**src/rtl/mmio_uart_pkg.sv**
```systemverilog
// Shared definitions for the memory-mapped UART transmitter.
//   Register offsets (word index mem_addr[3:2]), STATUS/CTRL bit positions,
//   the transmit state type and a helper that clamps the FIFO count to the
//   4-bit STATUS count field.
package mmio_uart_pkg;

    localparam logic [1:0] REG_TXDATA = 2'd0;
    localparam logic [1:0] REG_STATUS = 2'd1;
    localparam logic [1:0] REG_CTRL   = 2'd2;

    localparam int STAT_FULL   = 0;
    localparam int STAT_EMPTY  = 1;
    localparam int STAT_BUSY   = 2;
    localparam int STAT_OVF    = 3;
    localparam int STAT_CNT    = 4;

    localparam int CTRL_TX_EN  = 0;
    localparam int CTRL_IRQ_EN = 1;

    typedef enum logic [1:0] {
        IDLE  = 2'd0,
        START = 2'd1,
        DATA  = 2'd2,
        STOP  = 2'd3
    } tx_state_t;

    // Deep FIFOs would overflow the 4-bit field, so the display saturates at 15.
    function automatic logic [3:0] sat_count4(input int unsigned cnt);
        return (cnt > 32'd15) ? 4'hF : cnt[3:0];
    endfunction

endpackage

```
**src/rtl/mmio_uart_if.sv**
```systemverilog
// Data-memory bus slice between the CPU load/store path and the UART.
//   master : CPU side, drives address/data/strobes, receives sel_hit/rdata
//   slave  : peripheral side, decodes and returns combinational read data
interface mmio_uart_if;
    logic [31:0] mem_addr;
    logic [31:0] mem_wdata;
    logic        mem_we;
    logic        mem_re;
    logic        sel_hit;
    logic [31:0] mem_rdata;

    modport master (
        output mem_addr, mem_wdata, mem_we, mem_re,
        input  sel_hit, mem_rdata
    );

    modport slave (
        input  mem_addr, mem_wdata, mem_we, mem_re,
        output sel_hit, mem_rdata
    );
endinterface

```
**src/rtl/sync_fifo.sv**
```systemverilog
// Synchronous FIFO with combinational head-of-queue output.
//   clk, rst     : clock, synchronous active-high reset (flushes the queue)
//   push, din    : enqueue; accepted when not full, or when full and popping
//   pop, dout    : dequeue; dout always shows the current head
//   full, empty  : occupancy flags
//   count        : number of stored entries (0..DEPTH)
module sync_fifo #(
    parameter int WIDTH = 8,
    parameter int DEPTH = 8
) (
    input  logic                     clk,
    input  logic                     rst,
    input  logic                     push,
    input  logic                     pop,
    input  logic [WIDTH-1:0]         din,
    output logic [WIDTH-1:0]         dout,
    output logic                     full,
    output logic                     empty,
    output logic [$clog2(DEPTH):0]   count
);
    localparam int AW = $clog2(DEPTH);

    logic [WIDTH-1:0] mem_q [DEPTH];
    logic [AW-1:0]    wr_ptr_q, wr_ptr_d;
    logic [AW-1:0]    rd_ptr_q, rd_ptr_d;
    logic [AW:0]      count_q, count_d;
    logic             do_push, do_pop;

    always_comb begin
        do_pop   = pop && (count_q != '0);
        do_push  = push && ((count_q != (AW+1)'(DEPTH)) || do_pop);
        // Power-of-two depth: pointers wrap naturally.
        wr_ptr_d = wr_ptr_q + AW'(do_push);
        rd_ptr_d = rd_ptr_q + AW'(do_pop);
        count_d  = count_q + (AW+1)'(do_push) - (AW+1)'(do_pop);
    end

    always_ff @(posedge clk) begin
        if (rst) begin
            wr_ptr_q <= '0;
            rd_ptr_q <= '0;
            count_q  <= '0;
        end else begin
            wr_ptr_q <= wr_ptr_d;
            rd_ptr_q <= rd_ptr_d;
            count_q  <= count_d;
        end
    end

    always_ff @(posedge clk) begin
        if (do_push) begin
            mem_q[wr_ptr_q] <= din;
        end
    end

    assign dout  = mem_q[rd_ptr_q];
    assign full  = (count_q == (AW+1)'(DEPTH));
    assign empty = (count_q == '0);
    assign count = count_q;
endmodule

```
**src/rtl/mmio_uart_tx.sv**
```systemverilog
// Memory-mapped 8N1 UART transmitter with a store-fed TX FIFO.
//   clk, rst  : clock, synchronous active-high reset
//   bus       : data-memory bus slave (decode, store commit, combinational read)
//   uart_txd  : registered serial output, idle high
//   irq       : level interrupt = irq_en && FIFO empty && transmitter idle
//
// state | meaning
// IDLE  | line high; pops the FIFO head when enabled and data is queued
// START | start bit (low) for CLK_DIV cycles
// DATA  | eight data bits, LSB first, CLK_DIV cycles each
// STOP  | stop bit (high) for CLK_DIV cycles
module mmio_uart_tx
    import mmio_uart_pkg::*;
#(
    parameter logic [31:0] BASE_ADDR  = 32'hFFFF_0000,
    parameter int          CLK_DIV    = 16,
    parameter int          FIFO_DEPTH = 8
) (
    input  logic       clk,
    input  logic       rst,
    mmio_uart_if.slave bus,
    output logic       uart_txd,
    output logic       irq
);
    localparam int CNT_W  = $clog2(CLK_DIV);
    localparam int FCNT_W = $clog2(FIFO_DEPTH) + 1;

    tx_state_t          state_q, state_d;
    logic [CNT_W-1:0]   cnt_q, cnt_d;
    logic [2:0]         idx_q, idx_d;
    logic [7:0]         shift_q, shift_d;
    logic               txd_q, txd_d;
    logic               ovf_q, ovf_d;
    logic               tx_en_q, tx_en_d;
    logic               irq_en_q, irq_en_d;

    logic               fifo_pop, fifo_full, fifo_empty;
    logic [7:0]         fifo_dout;
    logic [FCNT_W-1:0]  fifo_count;
    logic               wr_txdata, wr_status, wr_ctrl;
    logic               cnt_last, busy;
    logic [31:0]        status, rdata;
    logic               unused_bits;

    assign bus.sel_hit = (bus.mem_addr[31:4] == BASE_ADDR[31:4]);
    assign wr_txdata   = bus.sel_hit && bus.mem_we && (bus.mem_addr[3:2] == REG_TXDATA);
    assign wr_status   = bus.sel_hit && bus.mem_we && (bus.mem_addr[3:2] == REG_STATUS);
    assign wr_ctrl     = bus.sel_hit && bus.mem_we && (bus.mem_addr[3:2] == REG_CTRL);
    assign unused_bits = &{1'b0, bus.mem_addr[1:0], bus.mem_wdata[31:8]};

    sync_fifo #(.WIDTH(8), .DEPTH(FIFO_DEPTH)) u_fifo (
        .clk   (clk),
        .rst   (rst),
        .push  (wr_txdata),
        .pop   (fifo_pop),
        .din   (bus.mem_wdata[7:0]),
        .dout  (fifo_dout),
        .full  (fifo_full),
        .empty (fifo_empty),
        .count (fifo_count)
    );

    assign busy     = (state_q != IDLE);
    assign cnt_last = (cnt_q == CNT_W'(CLK_DIV - 1));

    always_comb begin
        state_d  = state_q;
        cnt_d    = cnt_q;
        idx_d    = idx_q;
        shift_d  = shift_q;
        fifo_pop = 1'b0;
        case (state_q)
            IDLE: begin
                if (tx_en_q && !fifo_empty) begin
                    fifo_pop = 1'b1;
                    shift_d  = fifo_dout;
                    cnt_d    = '0;
                    state_d  = START;
                end
            end
            START: begin
                cnt_d = cnt_q + 1'b1;
                if (cnt_last) begin
                    cnt_d   = '0;
                    idx_d   = 3'd0;
                    state_d = DATA;
                end
            end
            DATA: begin
                cnt_d = cnt_q + 1'b1;
                if (cnt_last) begin
                    cnt_d   = '0;
                    shift_d = shift_q >> 1;
                    idx_d   = idx_q + 3'd1;
                    if (idx_q == 3'd7) begin
                        state_d = STOP;
                    end
                end
            end
            STOP: begin
                cnt_d = cnt_q + 1'b1;
                if (cnt_last) begin
                    cnt_d   = '0;
                    state_d = IDLE;
                end
            end
        endcase

        // Line level follows the next state so the pin is a clean flop output.
        txd_d = 1'b1;
        if (state_d == START) begin
            txd_d = 1'b0;
        end else if (state_d == DATA) begin
            txd_d = shift_d[0];
        end
    end

    always_comb begin
        ovf_d    = ovf_q;
        tx_en_d  = tx_en_q;
        irq_en_d = irq_en_q;
        // A full-FIFO store is only dropped when nothing leaves in the same cycle.
        if (wr_txdata && fifo_full && !fifo_pop) begin
            ovf_d = 1'b1;
        end else if (wr_status && bus.mem_wdata[STAT_OVF]) begin
            ovf_d = 1'b0;
        end
        if (wr_ctrl) begin
            tx_en_d  = bus.mem_wdata[CTRL_TX_EN];
            irq_en_d = bus.mem_wdata[CTRL_IRQ_EN];
        end
    end

    always_ff @(posedge clk) begin
        if (rst) begin
            state_q  <= IDLE;
            cnt_q    <= '0;
            idx_q    <= '0;
            shift_q  <= '0;
            txd_q    <= 1'b1;
            ovf_q    <= 1'b0;
            tx_en_q  <= 1'b1;
            irq_en_q <= 1'b0;
        end else begin
            state_q  <= state_d;
            cnt_q    <= cnt_d;
            idx_q    <= idx_d;
            shift_q  <= shift_d;
            txd_q    <= txd_d;
            ovf_q    <= ovf_d;
            tx_en_q  <= tx_en_d;
            irq_en_q <= irq_en_d;
        end
    end

    always_comb begin
        status                     = '0;
        status[STAT_FULL]          = fifo_full;
        status[STAT_EMPTY]         = fifo_empty;
        status[STAT_BUSY]          = busy;
        status[STAT_OVF]           = ovf_q;
        status[STAT_CNT +: 4]      = sat_count4(32'(fifo_count));

        rdata = '0;
        if (bus.sel_hit && bus.mem_re) begin
            case (bus.mem_addr[3:2])
                REG_STATUS: rdata = status;
                REG_CTRL: begin
                    rdata[CTRL_TX_EN]  = tx_en_q;
                    rdata[CTRL_IRQ_EN] = irq_en_q;
                end
                default: rdata = '0;
            endcase
        end
    end

    assign bus.mem_rdata = rdata;
    assign uart_txd      = txd_q;
    assign irq           = irq_en_q && fifo_empty && !busy;
endmodule

```
**src/flat_wrapper.sv**
```systemverilog
// flat-port wrapper written by rule: the top's interface ports become plain ports
module mmio_uart_tx_flat import mmio_uart_pkg::*;
#(
    parameter logic [31:0] BASE_ADDR  = 32'hFFFF_0000,
    parameter int          CLK_DIV    = 16,
    parameter int          FIFO_DEPTH = 8
)
  (clk, rst, uart_txd, irq, bus_mem_addr, bus_mem_wdata, bus_mem_we, bus_mem_re, bus_sel_hit, bus_mem_rdata);
  mmio_uart_if bus_i ();
  input  logic clk;
  input  logic rst;
  output logic uart_txd;
  output logic irq;
  input wire logic [$bits(bus_i.mem_addr)-1:0] bus_mem_addr;
  input wire logic [$bits(bus_i.mem_wdata)-1:0] bus_mem_wdata;
  input wire logic [$bits(bus_i.mem_we)-1:0] bus_mem_we;
  input wire logic [$bits(bus_i.mem_re)-1:0] bus_mem_re;
  output wire logic [$bits(bus_i.sel_hit)-1:0] bus_sel_hit;
  output wire logic [$bits(bus_i.mem_rdata)-1:0] bus_mem_rdata;
  assign bus_i.mem_addr = bus_mem_addr;
  assign bus_i.mem_wdata = bus_mem_wdata;
  assign bus_i.mem_we = bus_mem_we;
  assign bus_i.mem_re = bus_mem_re;
  assign bus_sel_hit = bus_i.sel_hit;
  assign bus_mem_rdata = bus_i.mem_rdata;
  mmio_uart_tx #(.BASE_ADDR(BASE_ADDR), .CLK_DIV(CLK_DIV), .FIFO_DEPTH(FIFO_DEPTH)) u_core (.clk(clk), .rst(rst), .bus(bus_i), .uart_txd(uart_txd), .irq(irq));
endmodule
```
**config.mk**
```make
export PLATFORM = sky130hd
export DESIGN_NAME = mmio_uart_tx_flat
export DESIGN_NICKNAME = d
export VERILOG_FILES = /design/src/rtl/mmio_uart_pkg.sv /design/src/rtl/mmio_uart_if.sv /design/src/rtl/sync_fifo.sv /design/src/rtl/mmio_uart_tx.sv /design/src/flat_wrapper.sv
export SDC_FILE = /design/constraint.sdc
export NUM_CORES = 1
export LEC_CHECK = 0
export CELL_PAD_IN_SITES_DETAIL_PLACEMENT = 0
export CELL_PAD_IN_SITES_GLOBAL_PLACEMENT = 2
export CORE_UTILIZATION = 33
export DETAILED_ROUTE_END_ITERATION = 16
export PLACE_DENSITY = 0.76
export REMOVE_ABC_BUFFERS = 1
export SKIP_LAST_GASP = 1
export SYNTH_ARGS = -nofsm -noshare
export SYNTH_HDL_FRONTEND = slang
export SYNTH_SLANG_ARGS = --single-unit
```
**constraint.sdc**
```tcl
create_clock -name clk -period 4.2 [get_ports clk]
set_input_delay 0.84 -clock clk [delete_from_list [all_inputs] [get_ports clk]]
set_output_delay 0.84 -clock clk [all_outputs]
set_load 0.02 [all_outputs]
```
==> metrics.md, run 1 <==
| Metric | Value |
|---|---|
| Status | finished, final reports clean |
| Core Region | 0.0127 mm^2 |
| Port Buf Inserts | 52 |
| Antenna violations before repair | 0 |
| WP data arrival | 2.99 ns |
| Final GP Congestion | 0.740 |
| Reg power frac | 0.449 |
| Mux cell area share after synthesis | 0.104 |
| Synth area leader | edfxtp_1 |
| Final setup fails | 0 |
| Maximum clock rate | 0.261 GHz |
| Skew final | 0.00873 ns |
| DR WL/cell | 15.6 um |
| Post-DP HPWL | 6.18 mm |
| CP Max Fanout | 8 |
| Drt drc | 0 |
| Vias in the first global route | 2706 |
| Simple-gate share of the synthesized area | 0.125 |
| Commonest non-fill, non-tap cell in the layout | edfxtp_1 |
| Total track usage | 0.145 |
| Max cap viols | 0 |
| Clock power frac | 0.310 |
| Met1 Usage GRT | 0.184 |
| Setup TNS | 0 ns |
| Layout cells sized above 1 | 0.132 |
| Antenna Cells | 0 |
| CTS tree | done |
| Clock transition at path regs | 0.07 ns |
| PwrDens | 479 mW/mm^2 |
| Critical Path End Type | primary output |
| EDFF count, synth | 64 |
| Routed Antenna Nets | 0 |
| Unrepaired setup endpoints after global routing | no |
| Post-synth cell types | 49 |
| Die height | 117 um |
| Worst-Skew Late Latency | 0.35 ns |
| Nets | 474 |
| Fin crit period | 3.83 ns |
| Global-route wire length before repair | 14.4 mm |
| Clk root buf | clkbuf_16 |
| YS warnings | 0 |
| Post-CTS sizing | 0 |
| Final Hold Viols | 0 |
| Fillers | 1203 |
| Worst VDD drop | 0.250 mV |
| XOR/XNOR share of the synthesized area | 0.0101 |
| Post-CTS setup buffers | 0 |
| Post-Syn Instances | 328 |
| Synth-to-Final Area Change | 22.1% |
| # clock sinks | 95 |
| Synth Cell Area | 0.00435 mm^2 |
| Register area share after synthesis | 0.584 |
| Mean post-synth cell area | 13.3 um^2 |
| Final instance area | 0.00532 mm^2 |
| CTS H-Tree Depth | 3 |
| Power Internal | 0.00180 W |
| Least-Margin Pin Slew | 0.921 ns |
| CP Data Required Time | 3.36 ns |
| Global routing's busiest layer | met2 |
| Synth async-reset ratio | 0 |
| Die ar. | 0.0137 mm^2 |
| Vias | 2783 |
| GR Overflow Total | 0 |
| Critical path class | primary input to primary output |
| First-pass DRT Iterations | 4 |
| TritonCTS buffer count | 9 |
| Flops & latches, synth | 95 |
| Slew headroom | 0.385 |
| Switch Pwr | 0.000749 W |
| Post-Synth Adder-Cell Area | 0.0477 |
| Largest net degree at the start of global routing | 24 |
| Starting Density | 0.342 |
| Cts hold-fix bufs | 0 |
| Ordered cell list for the critical path | clkdlybuf4s50_1, nor4b_1, and4_1, nand2_1, nor3_1, clkdlybuf4s50_1 |
| Ys flop type | edfxtp_1 |
| Max incr delay on CP | 0.63 ns |
| Worst path top cell family by delay | simple AND/OR/NAND/NOR gates |
| Max Root-Sink Buffers | 2 |
| Met2 Use GR | 0.242 |
| Crit path launch type | primary input |
| Initial DRC count | 126 |
| Final Max Tran Viols | 0 |
| Share of the synthesized area in the top cell type | 0.442 |
| CP max-delay cell | clkdlybuf4s50_1 |
| Via density | 4.91 |
| Synth top area cells | edfxtp_1 (44%), dfxtp_1 (14%), mux4_2 (8.3%), ha_1 (4.3%), buf_4 (4.1%) |
| DRT Wirelength | 8.82 mm |
| Io pins | 103 |
| Hold Crit Class | register to register |
| Die W | 117 um |
| Most frequent cells in the layout | edfxtp_1 (64), clkdlybuf4s50_1 (52), dfxtp_1 (31), conb_1 (24), nand2_1 (19) |
| Worst path most repeated cell | clkdlybuf4s50_1 |
| Standard-cell row count | 41 |
| Lkg Pwr | 1.82 nW |
| Routing usage on met3 | 0.0345 |
| Logic pwr share | 0.241 |
| Switching part of the total power | 0.294 |
| Final Cycle Share | 0.912 |
| Placed cell areas | 0.00503 mm^2 |
| Buf+Inv Stages, Crit Path | 2 |
| Compound-Gate Fraction of Synth Area | 0.0655 |
| Main combinational cell family by area after synthesis | simple AND/OR/NAND/NOR gates |
[worst min-delay path: stages (launching register included)]
cell	delay [ns]
dfxtp_1	0.32
o31ai_1	0.06
a21oi_1	0.06
[path summary, 6_finish.rpt]
path	slack, ns	from	depth (start not counted)	to
worst min register to register	0.48	u_core.ovf_q	2	u_core.ovf_q
worst min-delay path	0.48	u_core.ovf_q	2	u_core.ovf_q
worst max-delay path	0.37	bus_mem_addr[13]	6	bus_mem_rdata[0]
worst max register to register	1.55	u_core.state_q[1]	9	u_core.u_fifo.count[1]
[cell type report]
type / count / area [um^2] / area share
clock buffer: 10 / 229 / 0.0431
clock inverter: 6 / 58.8 / 0.0111
inverter: 10 / 37.5 / 0.00706
multi-input combinational: 210 / 1620 / 0.305
sequential: 95 / 2540 / 0.478
tap: 172 / 215 / 0.0405
timing repair buffer: 64 / 611 / 0.115
[power by group through the flow]
stage	Combinational, W	Sequential [W]	Clock [W]
2_1_floorplan	0.000418	0.00117	0
3_3_place_gp	0.000605	0.00116	0
3_5_place_dp	0.000617	0.00116	0
4_1_cts	0.000621	0.00114	0.000816
5_1_grt	0.000688	0.00116	0.000853
6_report	0.000613	0.00114	0.000790
[registers in the layout, summed over array words and instances, names as in the netlist, 2 cells and up]
name and cells:
u_core.cnt_q 4, u_core.idx_q 3, u_core.shift_q 8, u_core.state_q 2, u_core.u_fifo.count 4, u_core.u_fifo.mem_q 64
u_core.u_fifo.rd_ptr_q 3, u_core.u_fifo.wr_ptr_q 3
[routing by layer]
metal,vias up,part of all wire
li1,1334,-
met1,1390,0.45
met2,55,0.52
met3,4,0.025
met4,0,0.0049
met5,-,0
[synth_stat cells, types with 3 or more instances]
cell type,instances
xnor2_1,4
o21ai_0,7
inv_1,8
o221ai_1,6
clkbuf_1,7
buf_4,24
a21oi_1,10
nand2_1,19
edfxtp_1,64
a31oi_1,3
nand4_1,9
ha_1,15
o31ai_1,3
nor2_1,14
a22oi_1,6
and2_1,4
mux2i_1,7
nor4_1,5
mux4_2,16
nor2b_1,6
and3_1,3
nand3_1,9
buf_2,3
dfxtp_1,31
nor3_1,15
[kinds of logic after synthesis]
group / after synthesis
and+or+nand+nor: 98
adders and majority gates: 16
muxes: 25
xor gates and xnor gates: 5
DFF: 95
AOI/OAI and AO/OA: 42
buffers and inverters: 46
other: 1
[metrics by stage]
stage	util	power [W]	std cells	worst slack, ns	hold slack, ns
floorplan	-	0.00158	315	1.02	0.433
global placement	0.395	0.00177	551	0.289	0.461
detailed placement	0.395	0.00178	551	0.313	0.470
CTS	0.418	0.00258	567	0.300	0.480
global route	0.418	0.00270	567	0.171	0.520
finish	0.418	0.00255	567	0.369	0.476
Power figures use the tool's default switching activity.
==> inputs of run 2 (changes only) <==
==> constraint.sdc (replaced) <==
create_clock -name clk -period 4.2 [get_ports clk]
set_input_delay 0.84 -clock clk [delete_from_list [all_inputs] [get_ports clk]]
set_output_delay 0.84 -clock clk [all_outputs]
set_load 0.005 [all_outputs]
==> run 2 against run 1 <==
  * Sequential power about the same
  * Critical path depth unchanged
  * First-iteration DRC count unchanged
  * Combinational power decreased by 3%
  * Total power about the same
  * Clock power increased by 2.8%
  * Sequential cell count unchanged
  * Register-to-register slack improved by 0.04 ns
  * Global-route usage decreased by 0.27 points
  * Clock skew increased by 0.0019 ns
  * Count of clock-buffer cells in the layout decreased by 1
  * Wire length decreased by 0.62%
==> metrics.md, run 2 (synthesized netlist as in run 1, its figures left out) <==
| Metric | Value |
|---|---|
| Port Buf Inserts | 52 |
| PwrDens | 478 mW/mm^2 |
| Worst VDD drop | 0.213 mV |
| Lkg Pwr | 1.83 nW |
| Synth-to-Final Area Change | 22.4% |
| Final GP Congestion | 0.739 |
| DR top layer | met4 |
| Initial DRC count | 126 |
| Critical path class | primary input to primary output |
| CTS tree | done |
| Switching part of the total power | 0.292 |
| Final setup fails | 0 |
| Largest Register | u_core.u_fifo.mem_q |
| Max cap viols | 0 |
| Die height | 117 um |
| CP Max Fanout | 8 |
| Critical R2R Launch | u_core.u_fifo.count[2] |
| TritonCTS buffer count | 9 |
| Post-route insts no fill | 567 |
| Switch Pwr | 0.000745 W |
| Worst r2r dst | u_core.u_fifo.count[1] |
| Standard-cell row count | 41 |
| Unrepaired setup endpoints after global routing | no |
| Die ar. | 0.0137 mm^2 |
| Status | finished, final reports clean |
| Vias | 2744 |
| Logic pwr share | 0.233 |
| # clock sinks | 95 |
| Global-route wire length before repair | 14.2 mm |
| Cts hold-fix bufs | 0 |
| Final Hold Viols | 0 |
| Die W | 117 um |
| Antenna Cells | 0 |
| Setup TNS | 0 ns |
| Final Max Tran Viols | 0 |
| Worst reg-to-reg setup slack | 1.59 ns |
| Final Cycle Share | 0.886 |
| WP data arrival | 2.88 ns |
| Post-DP HPWL | 6.11 mm |
| CTS H-Tree Depth | 3 |
| Critical Path End Type | primary output |
| Nets | 474 |
| Depth of the most critical reg-to-reg path | 9 |
| DR WL/cell | 15.5 um |
| Hold Crit Class | register to register |
| Maximum clock rate | 0.269 GHz |
| Clock power frac | 0.319 |
| Largest regs | u_core.u_fifo.mem_q (64), u_core.shift_q (8) |
| Commonest non-fill, non-tap cell in the layout | edfxtp_1 |
| Reg power frac | 0.448 |
| Most frequent cells in the layout | edfxtp_1 (64), clkdlybuf4s50_1 (52), dfxtp_1 (31), conb_1 (24), nand2_1 (19) |
| Max Root-Sink Buffers | 2 |
| Crit path launch type | primary input |
| DRT Wirelength | 8.77 mm |
| First-pass DRT Iterations | 4 |
| Antenna violations before repair | 0 |
| Io pins | 103 |
| Routed Antenna Nets | 0 |
| Fillers | 1217 |
| Total track usage | 0.142 |
| Worst-Skew Late Latency | 0.35 ns |
| Clock transition at path regs | 0.07 ns |
| Post-CTS sizing | 0 |
| CP Data Required Time | 3.36 ns |
| Starting Density | 0.342 |
| GR Overflow Total | 0 |
| Clk root buf | clkbuf_16 |
| Skew final | 0.0106 ns |
| Critical path destination | bus_mem_rdata[5] |
| Post-CTS setup buffers | 0 |
| Final core utilization | 0.419 |
| Worst hold slack | 0.481 ns |
| Drt drc | 0 |
| Critical path origin | bus_mem_addr[13] |
| Routed wl met2 | 4.51 mm |
| Largest register FFs | 64 |
| Slew headroom | 0.404 |
| Least-Margin Pin Slew | 0.893 ns |
| Largest net degree at the start of global routing | 24 |
| Metal3 WL | 221 um |
| WL met1 | 3.99 mm |
| Power Internal | 0.00180 W |
| Fin crit period | 3.72 ns |
| Vias in the first global route | 2703 |
| Via density | 4.84 |
| Total chip power | 0.00255 W |
| Cells after DPL | 551 |
| Core Region | 0.0127 mm^2 |
| Layout cells sized above 1 | 0.134 |
==> run 2: critical path, stage by stage <==
cell and delay (ns):
clkdlybuf4s50_1 0.40, nor4b_1 0.38, and4_1 0.29, nand2_1 0.20, nor3_1 0.24, clkdlybuf4s50_1 0.53
==> run 2: worst min-delay path by stage <==
stage / depth (start not counted) / from / endpoint
detailed placement: 2 / u_core.ovf_q / u_core.ovf_q
CTS: 2 / u_core.ovf_q / u_core.ovf_q
floorplan: 2 / u_core.ovf_q / u_core.ovf_q
global route: 2 / u_core.shift_q[7] / u_core.shift_q[7]
global placement: 2 / u_core.ovf_q / u_core.ovf_q
finish: 2 / u_core.shift_q[7] / u_core.shift_q[7]
==> run 2: per-stage QoR <==
step	setup WS [ns]	instance area (um^2)
after floorplan	1.02	4200
after global placement	0.393	5030
after detailed placement	0.421	5030
after CTS	0.412	5330
after global routing	0.251	5330
final	0.477	5330
==> run 2: routing by layer <==
| metal | track usage | up-vias |
|---|---|---|
| met5 | 0 | - |
| met4 | 0.0616 | 0 |
| met3 | 0.0304 | 4 |
| met2 | 0.239 | 47 |
| met1 | 0.177 | 1355 |
| li1 | - | 1338 |
==> run 2: area by class of cell <==
type	count	area, um^2	share of cell area
sequential	95	2540	0.477
clock inverter	7	72.6	0.0136
multi-input combinational	210	1620	0.305
clock buffer	9	225	0.0423
tap	172	215	0.0404
inverter	10	37.5	0.00705
timing repair buffer	64	611	0.115
==> run 2: power groups by stage <==
stage / registers [W] / logic [W] / clock network [W]
global route: 0.00116 / 0.000668 / 0.000872
global placement: 0.00116 / 0.000589 / 0
CTS: 0.00115 / 0.000604 / 0.000832
detailed placement: 0.00117 / 0.000601 / 0
finish: 0.00114 / 0.000594 / 0.000812
floorplan: 0.00116 / 0.000404 / 0
